[src/rtl/alu_bist_pkg.sv]
// ---------------------------------------------------------------------------
// alu_bist_pkg
// Shared definitions for the ALU built-in self-test engine: controller state
// encoding, ALU opcode values, the MISR feedback polynomial and the LFSR tap
// positions. The counter width follows the build configuration.
//
// Configuration macro: ALU_BIST_EXHAUSTIVE_EN
//   defined   -> exhaustive sweep of all 1024 vectors, 11-bit vector count
//   undefined -> pseudo-random LFSR stimulus, 10-bit vector count
// ---------------------------------------------------------------------------
package alu_bist_pkg;

   typedef enum logic [1:0] {
      IDLE    = 2'd0,
      RUN     = 2'd1,
      COMPARE = 2'd2,
      DONE    = 2'd3
   } bist_state_e;

   // ALU opcode values as seen on alu_op.
   localparam logic [1:0] OP_ADD = 2'b00;
   localparam logic [1:0] OP_SUB = 2'b01;
   localparam logic [1:0] OP_MUL = 2'b10;
   localparam logic [1:0] OP_DIV = 2'b11;

   // CRC-16-CCITT style feedback polynomial for the signature register.
   localparam logic [15:0] MISR_POLY = 16'h1021;

   // Feedback taps of the 10-bit maximal-length LFSR (x^10 + x^7 + 1).
   localparam int LFSR_TAP_HI = 9;
   localparam int LFSR_TAP_LO = 6;

   // Stimulus register value after reset and substitute for a zero seed.
   localparam logic [9:0] LFSR_RESET = 10'h001;

`ifdef ALU_BIST_EXHAUSTIVE_EN
   localparam int VEC_CNT_W = 11;
`else
   localparam int VEC_CNT_W = 10;
`endif

endpackage

[src/rtl/alu_bist_misr.sv]
// ---------------------------------------------------------------------------
// alu_bist_misr
// 16-bit multiple-input signature register with a 4-bit data input. Each
// enabled cycle the register shifts left, folds the polynomial back in when
// the outgoing bit is set, and XORs the new data into the low nibble.
// Written as a standalone block so other DFT engines can reuse it.
//
// Ports:
//   i_clk     clock, rising edge
//   i_rst     synchronous active-high reset (signature -> 0)
//   i_clear   synchronous clear (signature -> 0), wins over enable
//   i_enable  compact i_data into the signature this cycle
//   i_data    4-bit response to compact
//   o_sig     current signature
// ---------------------------------------------------------------------------
module alu_bist_misr
   import alu_bist_pkg::*;
(
   input  logic        i_clk,
   input  logic        i_rst,
   input  logic        i_clear,
   input  logic        i_enable,
   input  logic [3:0]  i_data,
   output logic [15:0] o_sig
);

   logic [15:0] r_sig;
   logic [15:0] w_shifted;

   // Galois-style shift: the bit falling off the top decides whether the
   // polynomial is folded back into the shifted value.
   assign w_shifted = {r_sig[14:0], 1'b0} ^ (r_sig[15] ? MISR_POLY : 16'h0000);

   // Signature register: reset and clear both return it to zero so a new
   // run always starts from a known state.
   always_ff @(posedge i_clk) begin
      if (i_rst) begin
         r_sig <= 16'h0000;
      end else if (i_clear) begin
         r_sig <= 16'h0000;
      end else if (i_enable) begin
         r_sig <= w_shifted ^ {12'h000, i_data};
      end
   end

   assign o_sig = r_sig;

endmodule

[src/rtl/alu_bist_ctrl.sv]
// ---------------------------------------------------------------------------
// alu_bist_ctrl
// BIST engine for the 4-bit combinational ALU. On start it walks a stimulus
// register through NUM_PATTERNS states, drives {A, B, Op} straight from it,
// compacts the returned ALU result into a MISR, then compares the final
// signature with GOLDEN_SIG and pulses done for one cycle.
//
// Parameters:
//   NUM_PATTERNS  vectors per run (1..1023)
//   LFSR_SEED     initial LFSR state, zero is replaced by 10'h001
//   GOLDEN_SIG    expected final signature
//
// Ports:
//   i_clk        clock, rising edge
//   i_rst        synchronous active-high reset, aborts any run
//   i_start      level start request, only looked at in IDLE
//   i_alu_c      ALU result for the vector currently presented
//   o_alu_a      operand A  = stimulus[9:6]
//   o_alu_b      operand B  = stimulus[5:2]
//   o_alu_op     opcode     = stimulus[1:0]
//   o_busy       high while running or comparing
//   o_done       one-cycle completion pulse
//   o_pass       result of the last completed run
//   o_signature  MISR contents
//   o_vec_count  vectors applied in the current run
//
// Configuration macro: ALU_BIST_EXHAUSTIVE_EN
//   defined   -> stimulus is a binary up-counter from 0, run length 1024,
//                NUM_PATTERNS and LFSR_SEED are ignored
//   undefined -> pseudo-random LFSR stimulus
// ---------------------------------------------------------------------------
module alu_bist_ctrl
   import alu_bist_pkg::*;
#(
   parameter int unsigned NUM_PATTERNS = 64,
   parameter logic [9:0]  LFSR_SEED    = 10'h001,
   parameter logic [15:0] GOLDEN_SIG   = 16'h0000
) (
   input  logic                 i_clk,
   input  logic                 i_rst,
   input  logic                 i_start,
   input  logic [3:0]           i_alu_c,
   output logic [3:0]           o_alu_a,
   output logic [3:0]           o_alu_b,
   output logic [1:0]           o_alu_op,
   output logic                 o_busy,
   output logic                 o_done,
   output logic                 o_pass,
   output logic [15:0]          o_signature,
   output logic [VEC_CNT_W-1:0] o_vec_count
);

`ifdef ALU_BIST_EXHAUSTIVE_EN
   localparam logic [9:0]           START_VEC = 10'h000;
   localparam logic [VEC_CNT_W-1:0] LAST_VEC  = VEC_CNT_W'(1023);
`else
   localparam logic [9:0]           START_VEC = (LFSR_SEED == 10'h000) ? LFSR_RESET : LFSR_SEED;
   localparam logic [VEC_CNT_W-1:0] LAST_VEC  = VEC_CNT_W'(NUM_PATTERNS - 1);
`endif

   bist_state_e            r_state;
   bist_state_e            w_nextState;
   logic [9:0]             r_lfsr;
   logic [9:0]             w_lfsrNext;
   logic [VEC_CNT_W-1:0]   r_vecCount;
   logic                   r_pass;
   logic                   w_lastVec;
   logic                   w_load;
   logic                   w_step;
   logic                   w_compare;
   logic                   w_busy;
   logic                   w_done;
   logic [15:0]            w_sig;

   // Next stimulus value: either the next LFSR state or the next count
   // in the exhaustive sweep.
`ifdef ALU_BIST_EXHAUSTIVE_EN
   assign w_lfsrNext = r_lfsr + 10'd1;
`else
   assign w_lfsrNext = {r_lfsr[8:0], r_lfsr[LFSR_TAP_HI] ^ r_lfsr[LFSR_TAP_LO]};
`endif

   // The vector presented in this RUN cycle is the final one of the run.
   assign w_lastVec = (r_vecCount == LAST_VEC);

   // State register.
   always_ff @(posedge i_clk) begin
      if (i_rst) begin
         r_state <= IDLE;
      end else begin
         r_state <= w_nextState;
      end
   end

   // Next-state and control decode. start is only honoured in IDLE, so a
   // request arriving mid-run never disturbs the run length, while a start
   // level still present after DONE launches the next run from IDLE.
   always_comb begin
      w_nextState = r_state;
      w_load      = 1'b0;
      w_step      = 1'b0;
      w_compare   = 1'b0;
      w_busy      = 1'b0;
      w_done      = 1'b0;
      case (r_state)
         IDLE: begin
            if (i_start) begin
               w_load      = 1'b1;
               w_nextState = RUN;
            end
         end
         RUN: begin
            w_busy = 1'b1;
            w_step = 1'b1;
            if (w_lastVec) begin
               w_nextState = COMPARE;
            end
         end
         COMPARE: begin
            w_busy      = 1'b1;
            w_compare   = 1'b1;
            w_nextState = DONE;
         end
         DONE: begin
            w_done      = 1'b1;
            w_nextState = IDLE;
         end
         default: begin
            w_nextState = IDLE;
         end
      endcase
   end

   // Stimulus register, vector counter and pass flag. The stimulus does not
   // advance on the final RUN edge so the last applied vector stays on the
   // ALU ports while the engine compares and reports.
   always_ff @(posedge i_clk) begin
      if (i_rst) begin
         r_lfsr     <= LFSR_RESET;
         r_vecCount <= '0;
         r_pass     <= 1'b0;
      end else begin
         if (w_load) begin
            r_lfsr     <= START_VEC;
            r_vecCount <= '0;
            r_pass     <= 1'b0;
         end else if (w_step) begin
            r_vecCount <= r_vecCount + 1'b1;
            if (!w_lastVec) begin
               r_lfsr <= w_lfsrNext;
            end
         end
         if (w_compare) begin
            r_pass <= (w_sig == GOLDEN_SIG);
         end
      end
   end

   alu_bist_misr u_misr (
      .i_clk    (i_clk),
      .i_rst    (i_rst),
      .i_clear  (w_load),
      .i_enable (w_step),
      .i_data   (i_alu_c),
      .o_sig    (w_sig)
   );

   assign o_alu_a     = r_lfsr[9:6];
   assign o_alu_b     = r_lfsr[5:2];
   assign o_alu_op    = r_lfsr[1:0];
   assign o_busy      = w_busy;
   assign o_done      = w_done;
   assign o_pass      = r_pass;
   assign o_signature = w_sig;
   assign o_vec_count = r_vecCount;

endmodule

[config.mk]
export PLATFORM = sky130hd
export DESIGN_NAME = alu_bist_ctrl
export DESIGN_NICKNAME = d
export VERILOG_FILES = /design/src/rtl/alu_bist_pkg.sv /design/src/rtl/alu_bist_misr.sv /design/src/rtl/alu_bist_ctrl.sv
export SDC_FILE = /design/constraint.sdc
export NUM_CORES = 1
export LEC_CHECK = 0
export ABC_AREA = 1
export BUFFER_PORTS_ARGS = -buffer_cell sky130_fd_sc_hd__buf_4
export CAP_MARGIN = 20
export CORE_ASPECT_RATIO = 0.7
export CORE_MARGIN = 4
export CORE_UTILIZATION = 40
export DETAILED_ROUTE_END_ITERATION = 10
export GPL_TIMING_DRIVEN = 0
export PLACE_DENSITY_LB_ADDON = 0.08
export SLEW_MARGIN = 15
export SYNTH_ARGS = -nofsm -noshare
export SYNTH_HDL_FRONTEND = slang
export SYNTH_SLANG_ARGS = --single-unit
[constraint.sdc]
create_clock -name i_clk -period 1.7 [get_ports i_clk]
set_input_delay 0.34 -clock i_clk [delete_from_list [all_inputs] [get_ports i_clk]]
set_output_delay 0.34 -clock i_clk [all_outputs]
set_load 0.02 [all_outputs]
# Word-level counts from Yosys, hierarchy flattened
# Cells that the tools add are included.
# Widths: inputs -> output; s select.
[classes] eq_ne=6 add_sub_neg=1 bitwise_logic=4 muxes=12 reduce_logical=7
[op_table] operator="$logic_not 16->1" count=1
[op_table] operator="$xor 16x16->16" count=1
[op_table] operator="$xor 16x4->16" count=1
[op_table] operator="$mux 13" count=1
[op_table] operator="$add 10x1->10 const B" count=1
[op_table] operator="$eq 10x6->1 const B" count=1
[op_table] operator="$mux 1" count=8
[op_table] operator="$pmux 2 s4" count=1
[op_table] operator="$eq 2x2->1 const B" count=2
[op_table] operator="$mux 2" count=2
[op_table] operator="$ne 2x2->1 const B" count=2
[op_table] operator="$reduce_and 2->1" count=2
[op_table] operator="$reduce_or 2->1" count=2
[op_table] operator="$eq 2x1->1 const B" count=1
[op_table] operator="$logic_not 2->1" count=1
[op_table] operator="$reduce_bool 2->1" count=1
[op_table] operator="$not 1->1" count=1
[op_table] operator="$xor 1x1->1" count=1
[totals] regBits=39 inputBits=7 output_inout_bits=39 elab_cells=35

# Depth between registers and ports, before layout
# Gate-level depths: netlist (run 1).
[depth] ltp_word=4 depth_mapped=9 mapped_depth_nobuf=9

# Cells and area by module
# Synthesis (run 1) repeated with hierarchy kept, for this count alone.
[hier_totals] hier_cells=286 area_unflattened_um2=1980.6
[by_module_without_submodules] mod="alu_bist_ctrl" area_per_inst_um2=1192.4 cells_each=167 seq_area_each_um2=460.4 instances=1
[by_module_without_submodules] mod="alu_bist_misr" area_per_inst_um2=788.3 cells_each=119 seq_area_each_um2=320.3 instances=1

# Worst setup path before layout (run 1)
# No wires, ideal clock.
[synth_timing] path_type="reg-to-reg" start="register r_vecCount[0], in the netlist o_vec_count[0]" end="register r_lfsr[3]" synth_period_minus_slack_ps=1406 required_time_ps=1635 setup_ps=65 arrival_time_ps=1341 n_path_buf=1 stages_incl_launch_ff=9 setup_slack_ps=294 cell_sequence="dfxtp_1 ha_1 nand3_1 nor2_1 nand2_1 nand2_2 buf_6 o21ai_0 nor2_1"
[synth_between] elab_chain_len=3
[synth_rtl] element="start: declaration" line="alu_bist_ctrl.sv:65" source="logic [VEC_CNT_W-1:0] r_vecCount;"
[synth_rtl] element="start signal: assignment" line="alu_bist_ctrl.sv:148" source="r_vecCount <= r_vecCount + 1'b1;"
[synth_rtl] element="$eq 10x6->1" line="alu_bist_ctrl.sv:84" source="assign w_lastVec = (r_vecCount == LAST_VEC);"
[synth_rtl] element="$not 1->1 (no source line)"
[synth_rtl] element="$reduce_and 2->1 (no source line)"
[synth_rtl] element="end signal: assignment" line="alu_bist_ctrl.sv:150" source="r_lfsr <= w_lfsrNext;"
[synth_rtl] element="end: declaration" line="alu_bist_ctrl.sv:63" source="logic [9:0] r_lfsr;"
# Every way passes these cells.
# A chain may end at the register's enable or synchronous reset.

# Worst setup path after layout (run 1)
[layout_timing] start="register r_state[1]" end="output port o_busy"
[layout_between] elab_chain_len=3 elab_cells_between_ends=4 classes_between="eq/ne: 2; mux: 1; reduce/logical: 1"
[layout_rtl] element="start: declaration" line="alu_bist_ctrl.sv:61" source="bist_state_e r_state;"
[layout_rtl] element="start signal: assignment" line="alu_bist_ctrl.sv:91" source="r_state <= w_nextState;"
[layout_rtl] element="$eq 2x1->1 or $eq 2x2->1 (tied branches)" line="alu_bist_ctrl.sv:105" source="case (r_state)"
[layout_rtl] element="$reduce_or 2->1 (no source line) *"
[layout_rtl] element="$mux 1 *" line="alu_bist_ctrl.sv:105"
[layout_rtl] element="end: declaration" line="alu_bist_ctrl.sv:46" source="output logic o_busy,"
# Mark *: on every way between the ends. The rest lies on a longest branch, timed or not.

==> results.tsv, run 1 <==
stage	metric	value	unit
status	status	finished clean	
cts	CTS Root Cell	clkbuf_8	
synthesis	syn_area_per_cell	7.422	um^2
pwr	clock power share	0.198	
detailed_routing	drt wl/cell	11.30	um
setup_path	Critical Path RT	1.36	ns
place	Port-buffer cells	45	
floorplan	Rows	20	
floorplan	initial core utilization	0.4206	
hold_path	Min-Delay Path Class	in2reg	
final_layout	n_diodes	0	
setup_path	Largest stage delay, worst path	0.39	ns
place	dpl hpwl	3001	um
cts	Clk Latency, worst-skew pair	0.29	ns
cts	cts hold-fix bufs	0	
cts	CTS tree	done	
sta	Fmax	635.5	MHz
global_routing	vias in the first global route	1421	
final_layout	Design Area, Final	2399	um^2
setup_path	crit-path cells	inv_1, ha_1, buf_4	
detailed_routing	Antenna Nets Post-Route	0	
sta	Hold Fails Final Rpt	0	
pwr	Seq pwr share	0.358	
pwr	power per standard cell area	1442	nW/um^2
sta	Final TNS setup	0	ns
cts	clock edge transition at the registers on the reported setup and hold paths	0.07	ns
synthesis	syn_nets	264	
global_routing	first-pass GRT wire length	6610	um
detailed_routing	Post-route DRC	0	
setup_path	crit path max fanout	4	
synthesis	Synth cell types	25	
global_routing	largest net degree at the start of global routing	12	
setup_path	crit path DAT	1.23	ns
cts	H-tree depth	2	
sta	measured slew at the worst slew-check pin	0.4602	ns
synthesis	Post-Syn Instances	251	
floorplan	die height	65.10	um
setup_path	kind of critical path	reg2out	
place	GPL Wtd Cong	0.7452	
pwr	LEAKAGE	0.001166	uW
global_routing	GRT Total Usage	0.1483	
cts	clock buffer depth	2	
pwr	Power Total	3458	uW
sta	Slew Viols, Final	0	
sta	min cycle time layout	1.574	ns
sta	Hold Slack	0.3301	ns
pwr	Cell Int Power	2113	uW
pwr	Comb power frac	0.444	
detailed_routing	1st-iter DRT viols	66	
final_layout	Register Area	782.0	um^2
floorplan	die area	5831	um^2
detailed_routing	via count	1616	
floorplan	CORE AREA	4429	um^2
detailed_routing	WL final	4080	um
synthesis	Seq/Total Area, Yosys	0.4191	
sta	final worst-path cycle share	0.9256	
final_layout	fin nets	318	
global_routing	global route overflow	0	
global_routing	initial antenna violation count	0	
final_layout	multi-input logic area	797.0	um^2
detailed_routing	Vias/cell	4.476	
cts	clk sinks	39	
pwr	Peak VDD IR	0.0008340	V
sta	final setup fails	0	
setup_path	slowest stage cell on the critical path	dfxtp_1	
sta	slew margin rel.	0.6932	
place	Cells after DPL	351	
floorplan	I/O pin cnt	46	
synthesis	Warnings, synthesis	0	
synthesis	synthesized flop and latch total	39	
sta	RSZ-0062 raised after global routing	false	
final_layout	share of cells above drive strength 1	0.2974	
final_layout	final cell count without fillers	361	
pwr	switch share	0.3889	
job	max_cap viols	0	
cts	Num CTS Buffers	5	
final_layout	Layout area overhead	28.74	%
pwr	Switching Power	1345	uW
setup_path	crit path launch type	flop	
sta	final setup skew	0.003501	ns
final_layout	# fillers	442	
detailed_routing	DR pass1 iterations	5	
synthesis	Mapped Area	1863	um^2
place	Area after DPL	2270	um^2
floorplan	Die W	89.57	um
setup_path	Worst setup EP type	output pin	
-- layer usage --
layer | up-vias | share of wire | track usage
li1 | 869 | - | -
met1 | 709 | 0.55 | 0.2181
met2 | 33 | 0.39 | 0.1980
met3 | 5 | 0.046 | 0.04010
met4 | 0 | 0.015 | 0.06691
met5 | - | 0 | 0
-- synthesized netlist by cell type --
| master | instances | area [um^2] |
|---|---|---|
| clkbuf_1 | 5 | 18.77 |
| ha_1 | 6 | 75.07 |
| dfxtp_1 | 39 | 780.8 |
| inv_2 | 2 | 7.510 |
| o211ai_1 | 1 | 7.510 |
| nand4_1 | 1 | 6.260 |
| a21oi_2 | 1 | 8.760 |
| buf_4 | 23 | 172.7 |
| xnor2_1 | 3 | 26.28 |
| nor3_1 | 3 | 15.01 |
| nor2_1 | 46 | 172.7 |
| o21ai_1 | 1 | 5.000 |
| nand3b_1 | 2 | 15.01 |
| and3_1 | 1 | 6.260 |
| nor2_2 | 3 | 18.77 |
| o21ai_0 | 17 | 85.08 |
| xor2_1 | 6 | 52.55 |
| nand2_1 | 40 | 150.1 |
| nand3_1 | 6 | 30.03 |
| nand2_2 | 1 | 6.260 |
| nor4_1 | 1 | 6.260 |
| a21oi_1 | 20 | 100.1 |
| buf_2 | 2 | 10.01 |
| inv_1 | 20 | 75.07 |
| buf_6 | 1 | 11.26 |
-- placed cells by master (no fill, tap or decap), types with 3 or more instances in the layout --
| master | instances |
|---|---|
| buf_4 | 70 |
| dfxtp_1 | 38 |
| inv_1 | 20 |
| clkbuf_1 | 3 |
| nand2_1 | 40 |
| nor2_1 | 46 |
| xor2_1 | 6 |
| a21oi_1 | 20 |
| o21ai_0 | 17 |
| ha_1 | 5 |
| clkbuf_8 | 7 |
| nor3_1 | 3 |
| nor2_2 | 3 |
| xnor2_1 | 3 |
| nand3_1 | 6 |
-- power by group through the flow --
stage | clock (uW) | sequential (uW) | combinational (uW)
after global placement | 0 | 1250 | 1500
after detailed placement | 0 | 1260 | 1510
after CTS | 710 | 1240 | 1530
after floorplan | 0 | 1240 | 1050
after global routing | 751 | 1270 | 1730
final | 686 | 1240 | 1530
-- kinds of logic after synthesis --
family                     Yosys count  synth area share
DFF                                 39            0.4191
adders and majority gates            6           0.04029
AOI/OAI and AO/OA                   40            0.1108
and+or+nand+nor                    104            0.2290
buffers and inverters               53            0.1585
xor gates and xnor gates             9           0.04231
-- cell type report --
| cell class | instances | share of cell area |
|---|---|---|
| timing repair buffer | 47 | 0.1471 |
| multi-input combinational | 159 | 0.3323 |
| tap | 55 | 0.02869 |
| sequential | 39 | 0.3260 |
| clock buffer | 8 | 0.04173 |
| inverter | 22 | 0.03443 |
| buffer | 31 | 0.08972 |
-- final timing paths --
check	from	slack, ns	depth (start not counted)	endpoint
min reg2reg	o_pass$_SDFFE_PP0P_	0.49	2	o_pass$_SDFFE_PP0P_
min	i_rst	0.33	4	r_state[0]$_SDFFE_PP0P_
max reg2reg	r_state[1]$_SDFFE_PP0P_	0.14	6	u_misr.o_sig[9]$_SDFFE_PP0N_
max	r_state[1]$_SDFFE_PP0P_	0.13	3	o_busy
-- per-stage QoR --
| step | setup WS (ns) | utilization |
|---|---|---|
| 2_1_floorplan | 0.2942 | - |
| 3_3_place_gp | -0.05959 | 0.5124 |
| 3_5_place_dp | -0.06597 | 0.5124 |
| 4_1_cts | 0.06877 | 0.5370 |
| 5_1_grt | 0.0005898 | 0.5415 |
| 6_report | 0.1265 | 0.5415 |
-- repair_timing --
action	in CTS	in global routing
pin swaps	0	1
resized for setup	2	5
setup endpoints to repair	10	21
cloned	0	0
buffers inserted	0	2
-- worst max-delay path: cells and delay by family (launching register included) --
| kind | cells | cell delay, ns |
|---|---|---|
| DFF | 1 | 0.39 |
| buffers and inverters | 2 | 0.26 |
| adders and majority gates | 1 | 0.29 |
-- state kept, by name, indices dropped and copies added, names as in the netlist --
signal / cells
o_vec_count: 10
r_lfsr: 10
r_state: 2
u_misr.o_sig: 16
o_pass: 1
(Power assumes the default switching activity.)
==> inputs of run 2 (changes only) <==
Settings changed: CELL_PAD_IN_SITES_DETAIL_PLACEMENT from default to 1, CELL_PAD_IN_SITES_GLOBAL_PLACEMENT from default to 2, CORE_UTILIZATION 40 to 29.
==> run 2 against run 1 <==
Against the previous run:
- global-route usage decreased by 1.5 points
- clock skew increased by 0.0042 ns
- clock-buffer cell count decreased by 3
- die area increased by 34%
- routed wire length increased by 21%
==> results.tsv, run 2 (synthesis results as in run 1) <==
stage	metric	value	unit
global_routing	largest net degree at the start of global routing	14	
sta	final worst-path cycle share	0.9510	
floorplan	die area	7791	um^2
place	dpl hpwl	3678	um
sta	Hold Fails Final Rpt	0	
cts	clock edge transition at the registers on the reported setup and hold paths	0.08	ns
final_layout	share of cells above drive strength 1	0.3115	
sta	slew margin rel.	0.6888	
setup_path	reg2reg setup slack	0.08	ns
sta	final setup fails	0	
setup_path	Critical Path RT	1.94	ns
floorplan	Die W	103.8	um
hold_path	Min-Delay Path Class	in2reg	
detailed_routing	drt wl/cell	12.90	um
final_layout	most common cell after layout, fill and taps aside	buf_4	
place	Setup WS pre-CTS	-0.2513	ns
floorplan	CORE AREA	6216	um^2
final_layout	max reg flops	16	
floorplan	I/O pin cnt	46	
detailed_routing	DR pass1 iterations	4	
pwr	Switching Power	1461	uW
pwr	Comb power frac	0.422	
pwr	Peak VDD IR	0.0006342	V
place	GPL Wtd Cong	0.6682	
setup_path	crit path max fanout	10	
global_routing	first-pass GRT wire length	8314	um
pwr	switch share	0.3842	
sta	measured slew at the worst slew-check pin	0.4668	ns
detailed_routing	Post-route DRC	0	
sta	min cycle time layout	1.617	ns
detailed_routing	1st-iter DRT viols	42	
sta	final setup skew	0.007742	ns
job	max_cap viols	0	
detailed_routing	WL final	4941	um
cts	clock buffer depth	2	
setup_path	kind of critical path	reg2reg	
cts	CTS tree	done	
cts	clk sinks	39	
global_routing	global route overflow	0	
pwr	power per standard cell area	1536	nW/um^2
sta	final worst slack	0.08333	ns
cts	H-tree depth	2	
sta	Fmax	618.6	MHz
sta	RSZ-0062 raised after global routing	true	
pwr	Seq pwr share	0.329	
global_routing	GRT Total Usage	0.1331	
detailed_routing	via count	1690	
floorplan	die height	75.06	um
pwr	LEAKAGE	0.001180	uW
sta	Slew Viols, Final	0	
final_layout	n_diodes	0	
setup_path	crit path launch type	flop	
detailed_routing	Vias/cell	4.413	
setup_path	Worst setup EP type	flop	
pwr	Cell Int Power	2342	uW
cts	CTS Root Cell	clkbuf_8	
final_layout	Util after Layout	0.3983	
floorplan	initial core utilization	0.2997	
cts	Num CTS Buffers	5	
final_layout	most frequent cells in the layout	buf_4, nor2_1, nand2_1	
pwr	clock power share	0.249	
cts	Clk Latency, worst-skew pair	0.29	ns
setup_path	crit path DAT	1.86	ns
detailed_routing	Antenna Nets Post-Route	0	
place	Port-buffer cells	45	
floorplan	Rows	24	
setup_path	R2R depth	8	
status	status	finished clean	
global_routing	vias in the first global route	1657	
final_layout	fin nets	317	
global_routing	initial antenna violation count	0	
hold_path	Hold Path Depth	4	
final_layout	Layout area overhead	32.91	%
cts	cts hold-fix bufs	0	
## run 2: final timing paths
kind | from | to
hold / removal | i_rst | r_state[1]$_SDFFE_PP0P_
setup / recovery | r_state[0]$_SDFFE_PP0P_ | u_misr.o_sig[0]$_SDFFE_PP0N_
setup reg to reg | r_state[0]$_SDFFE_PP0P_ | u_misr.o_sig[0]$_SDFFE_PP0N_
hold reg to reg | o_vec_count[0]$_SDFFE_PP0N_ | o_vec_count[0]$_SDFFE_PP0N_
## run 2: metal layers
layer,track usage,routed length (um)
met5,0,0
met4,0.03540,27
met3,0.03685,193
met2,0.1850,1975
met1,0.1999,2745
## run 2: cell type report
class | instances | area, um^2
Tap cell | 78 | 97.59
Fill cell | 781 | 3740
Buffer | 31 | 216.5
Inverter | 22 | 82.58
Multi-Input combinational cell | 159 | 812.0
Clock buffer | 5 | 68.82
Clock inverter | 3 | 67.56
Sequential cell | 39 | 785.8
Timing Repair Buffer | 46 | 345.3
## run 2: power by group through the flow
stage	Combinational, uW	Clock [uW]	Sequential, uW
global placement	1540	0	1260
finish	1600	948	1250
CTS	1580	975	1240
global route	1790	1010	1280
floorplan	1050	0	1240
detailed placement	1560	0	1260
## run 2: worst max-delay path: stages (launching register included)
cell and delay, ns:
dfxtp_2 0.39, inv_1 0.09, ha_1 0.25, a21oi_4 0.26, inv_1 0.10, buf_2 0.22, nor2_1 0.11, o21ai_0 0.08
inv_1 0.06
## run 2: metrics by stage
| step | TNS (ns) | total power [uW] | hold WS, ns | area (um^2) | std cells |
|---|---|---|---|---|---|
| after floorplan | 0 | 2290 | 0.4633 | 1863 | 251 |
| after global placement | -3.000 | 2804 | 0.4877 | 2298 | 374 |
| after detailed placement | -3.281 | 2820 | 0.4897 | 2298 | 374 |
| after CTS | 0 | 3798 | 0.3392 | 2444 | 382 |
| after global routing | -0.06730 | 4088 | 0.3427 | 2476 | 383 |
| final | 0 | 3803 | 0.3409 | 2476 | 383 |
## run 2: timing repair
item | in CTS | in global routing
endpoints found under the setup margin | 30 | 28
pin swaps | 1 | 1
resized for setup | 2 | 11
setup buffers | 0 | 1
==> inputs of run 3 (changes only) <==
Settings changed: CELL_PAD_IN_SITES_DETAIL_PLACEMENT 1 to 0, CELL_PAD_IN_SITES_GLOBAL_PLACEMENT 2 to 1, CORE_MARGIN 4 to 5, CORE_UTILIZATION 29 to 37, REMOVE_ABC_BUFFERS from default to 1.
==> run 3 against run 2 <==
Against the previous run:
- non-clock buffer count down 21
- flip-flop and latch count unchanged
- sequential power about the same
- global-route usage up 0.50 points
- critical path type unchanged
- sequential share of layout area up 2.2 points
- first-iteration DRC count up 14%
- critical endpoint is now u_misr.o_sig[12]$_SDFFE_PP0N_
- routed wire length down 11%
==> results.tsv, run 3 (synthesis results as in run 1) <==
stage	metric	value	unit
sta	Slew Viols, Final	0	
pwr	Cell Int Power	2082	uW
setup_path	kind of critical path	reg2reg	
floorplan	Die W	94.81	um
cts	clk sinks	39	
detailed_routing	via count	1552	
cts	H-tree depth	2	
setup_path	R2R depth	8	
global_routing	initial antenna violation count	0	
hold_path	hold endpoint	r_state[1]$_SDFFE_PP0P_	
final_layout	share of cells above drive strength 1	0.2667	
pwr	Comb power frac	0.441	
pwr	Seq pwr share	0.361	
cts	CTS tree	done	
floorplan	initial core utilization	0.3854	
cts	CTS Root Cell	clkbuf_8	
sta	Fmax	635.3	MHz
setup_path	Worst R2R Start	r_state[0]$_SDFFE_PP0P_	
sta	final setup skew	0.007995	ns
final_layout	fin nets	297	
final_layout	Layout area overhead	24.45	%
pwr	switch share	0.4005	
place	Area after DPL	2074	um^2
sta	Final TNS setup	0	ns
global_routing	first-pass GRT wire length	7113	um
hold_path	Min-Delay Path Class	in2reg	
cts	clock edge transition at the registers on the reported setup and hold paths	0.07	ns
global_routing	largest net degree at the start of global routing	19	
cts	clock buffer depth	2	
final_layout	n_diodes	0	
global_routing	vias in the first global route	1443	
sta	RSZ-0062 raised after global routing	true	
setup_path	crit path launch type	flop	
floorplan	I/O pin cnt	46	
hold_path	Hold Path Depth	4	
final_layout	final cell count without fillers	354	
hold_path	Worst Hold Launch	i_rst	
pwr	power per standard cell area	1498	nW/um^2
place	Cells after DPL	334	
detailed_routing	Antenna Nets Post-Route	0	
floorplan	Rows	21	
setup_path	Worst setup EP type	flop	
setup_path	Critical Path RT	1.94	ns
global_routing	GRT Total Usage	0.1381	
sta	final worst-path cycle share	0.9259	
setup_path	crit path max fanout	8	
sta	measured slew at the worst slew-check pin	0.3030	ns
detailed_routing	drt wl/cell	12.41	um
cts	cts hold-fix bufs	0	
final_layout	most frequent cells in the layout	buf_4, nor2_1, nand2_1	
sta	final setup fails	0	
place	Setup WS pre-CTS	-0.6540	ns
detailed_routing	Vias/cell	4.384	
pwr	Power Total	3473	uW
final_layout	most common cell after layout, fill and taps aside	buf_4	
pwr	Peak VDD IR	0.0009030	V
setup_path	reg2reg setup slack	0.13	ns
detailed_routing	DR pass1 iterations	4	
cts	Num CTS Buffers	5	
detailed_routing	WL final	4394	um
pwr	Switching Power	1391	uW
detailed_routing	1st-iter DRT viols	48	
global_routing	global route overflow	0	
status	status	finished clean	
floorplan	die height	69.37	um
final_layout	max reg flops	16	
sta	slew margin rel.	0.7977	
setup_path	capturing point of the worst reg2reg path	u_misr.o_sig[12]$_SDFFE_PP0N_	
detailed_routing	Post-route DRC	0	
place	dpl hpwl	2726	um
sta	Hold Fails Final Rpt	0	
sta	final worst slack	0.1259	ns
sta	min cycle time layout	1.574	ns
pwr	LEAKAGE	0.001068	uW
floorplan	die area	6577	um^2
final_layout	Design Area, Final	2318	um^2
setup_path	crit path DAT	1.81	ns
place	Port-buffer cells	45	
final_layout	# fillers	513	
pwr	clock power share	0.198	
job	max_cap viols	0	
place	GPL Wtd Cong	0.6788	
cts	Clk Latency, worst-skew pair	0.29	ns
floorplan	CORE AREA	4835	um^2
run 3: worst max path at each step:
stage / start / to / slack, ns
2_1_floorplan: r_state[1]$_SDFFE_PP0P_ / o_vec_count[8]$_SDFFE_PP0N_ / -0.12
3_3_place_gp: r_state[1]$_SDFFE_PP0P_ / o_vec_count[8]$_SDFFE_PP0N_ / -0.63
3_5_place_dp: r_state[1]$_SDFFE_PP0P_ / o_vec_count[8]$_SDFFE_PP0N_ / -0.65
4_1_cts: r_state[1]$_SDFFE_PP0P_ / u_misr.o_sig[12]$_SDFFE_PP0N_ / 0.04
5_1_grt: r_state[1]$_SDFFE_PP0P_ / o_vec_count[8]$_SDFFE_PP0N_ / -0.03
6_report: r_state[0]$_SDFFE_PP0P_ / u_misr.o_sig[12]$_SDFFE_PP0N_ / 0.13
run 3: stage by stage:
stage,utilization,hold WS [ns]
detailed placement,0.4291,0.4848
global placement,0.4291,0.4826
floorplan,-,0.4956
finish,0.4796,0.3479
CTS,0.4653,0.3282
global route,0.4796,0.3520
run 3: layout make-up:
type                       count  area [um^2]  share of cell area
timing repair inverter         1        7.507            0.003238
sequential                    39        785.8              0.3389
multi-input combinational    159        817.0              0.3524
inverter                      22        88.84             0.03832
clock buffer                   8        100.1             0.04317
tap                           69        86.33             0.03724
timing repair buffer          56        432.9              0.1867
run 3: power groups by stage:
stage	combinational [uW]	clock (uW)	sequential, uW
detailed placement	1300	0	1260
finish	1530	688	1250
floorplan	688	0	1390
global placement	1290	0	1260
CTS	1420	713	1250
global route	1710	761	1280
run 3: repair_timing:
item	4_1_cts	5_1_grt
buffers inserted	4	7
gates resized for setup	6	6
pin swaps	1	2
endpoints found under the setup margin	38	22
gates cloned	1	0
run 3: routing by layer:
metal	track usage	up-vias	wire length, um
met2	0.1766	36	1762
met1	0.2169	682	2342
li1	-	828	-
met3	0.04121	6	231
met5	0	-	0
met4	0.03840	0	58
run 3: critical path, cell delays in order, from the launching register on:
cell and delay [ns]:
dfxtp_4 0.38, inv_1 0.08, ha_1 0.24, a21oi_4 0.27, clkinvlp_4 0.15, buf_4 0.18
nor2_1 0.08, o21ai_0 0.08, inv_1 0.06
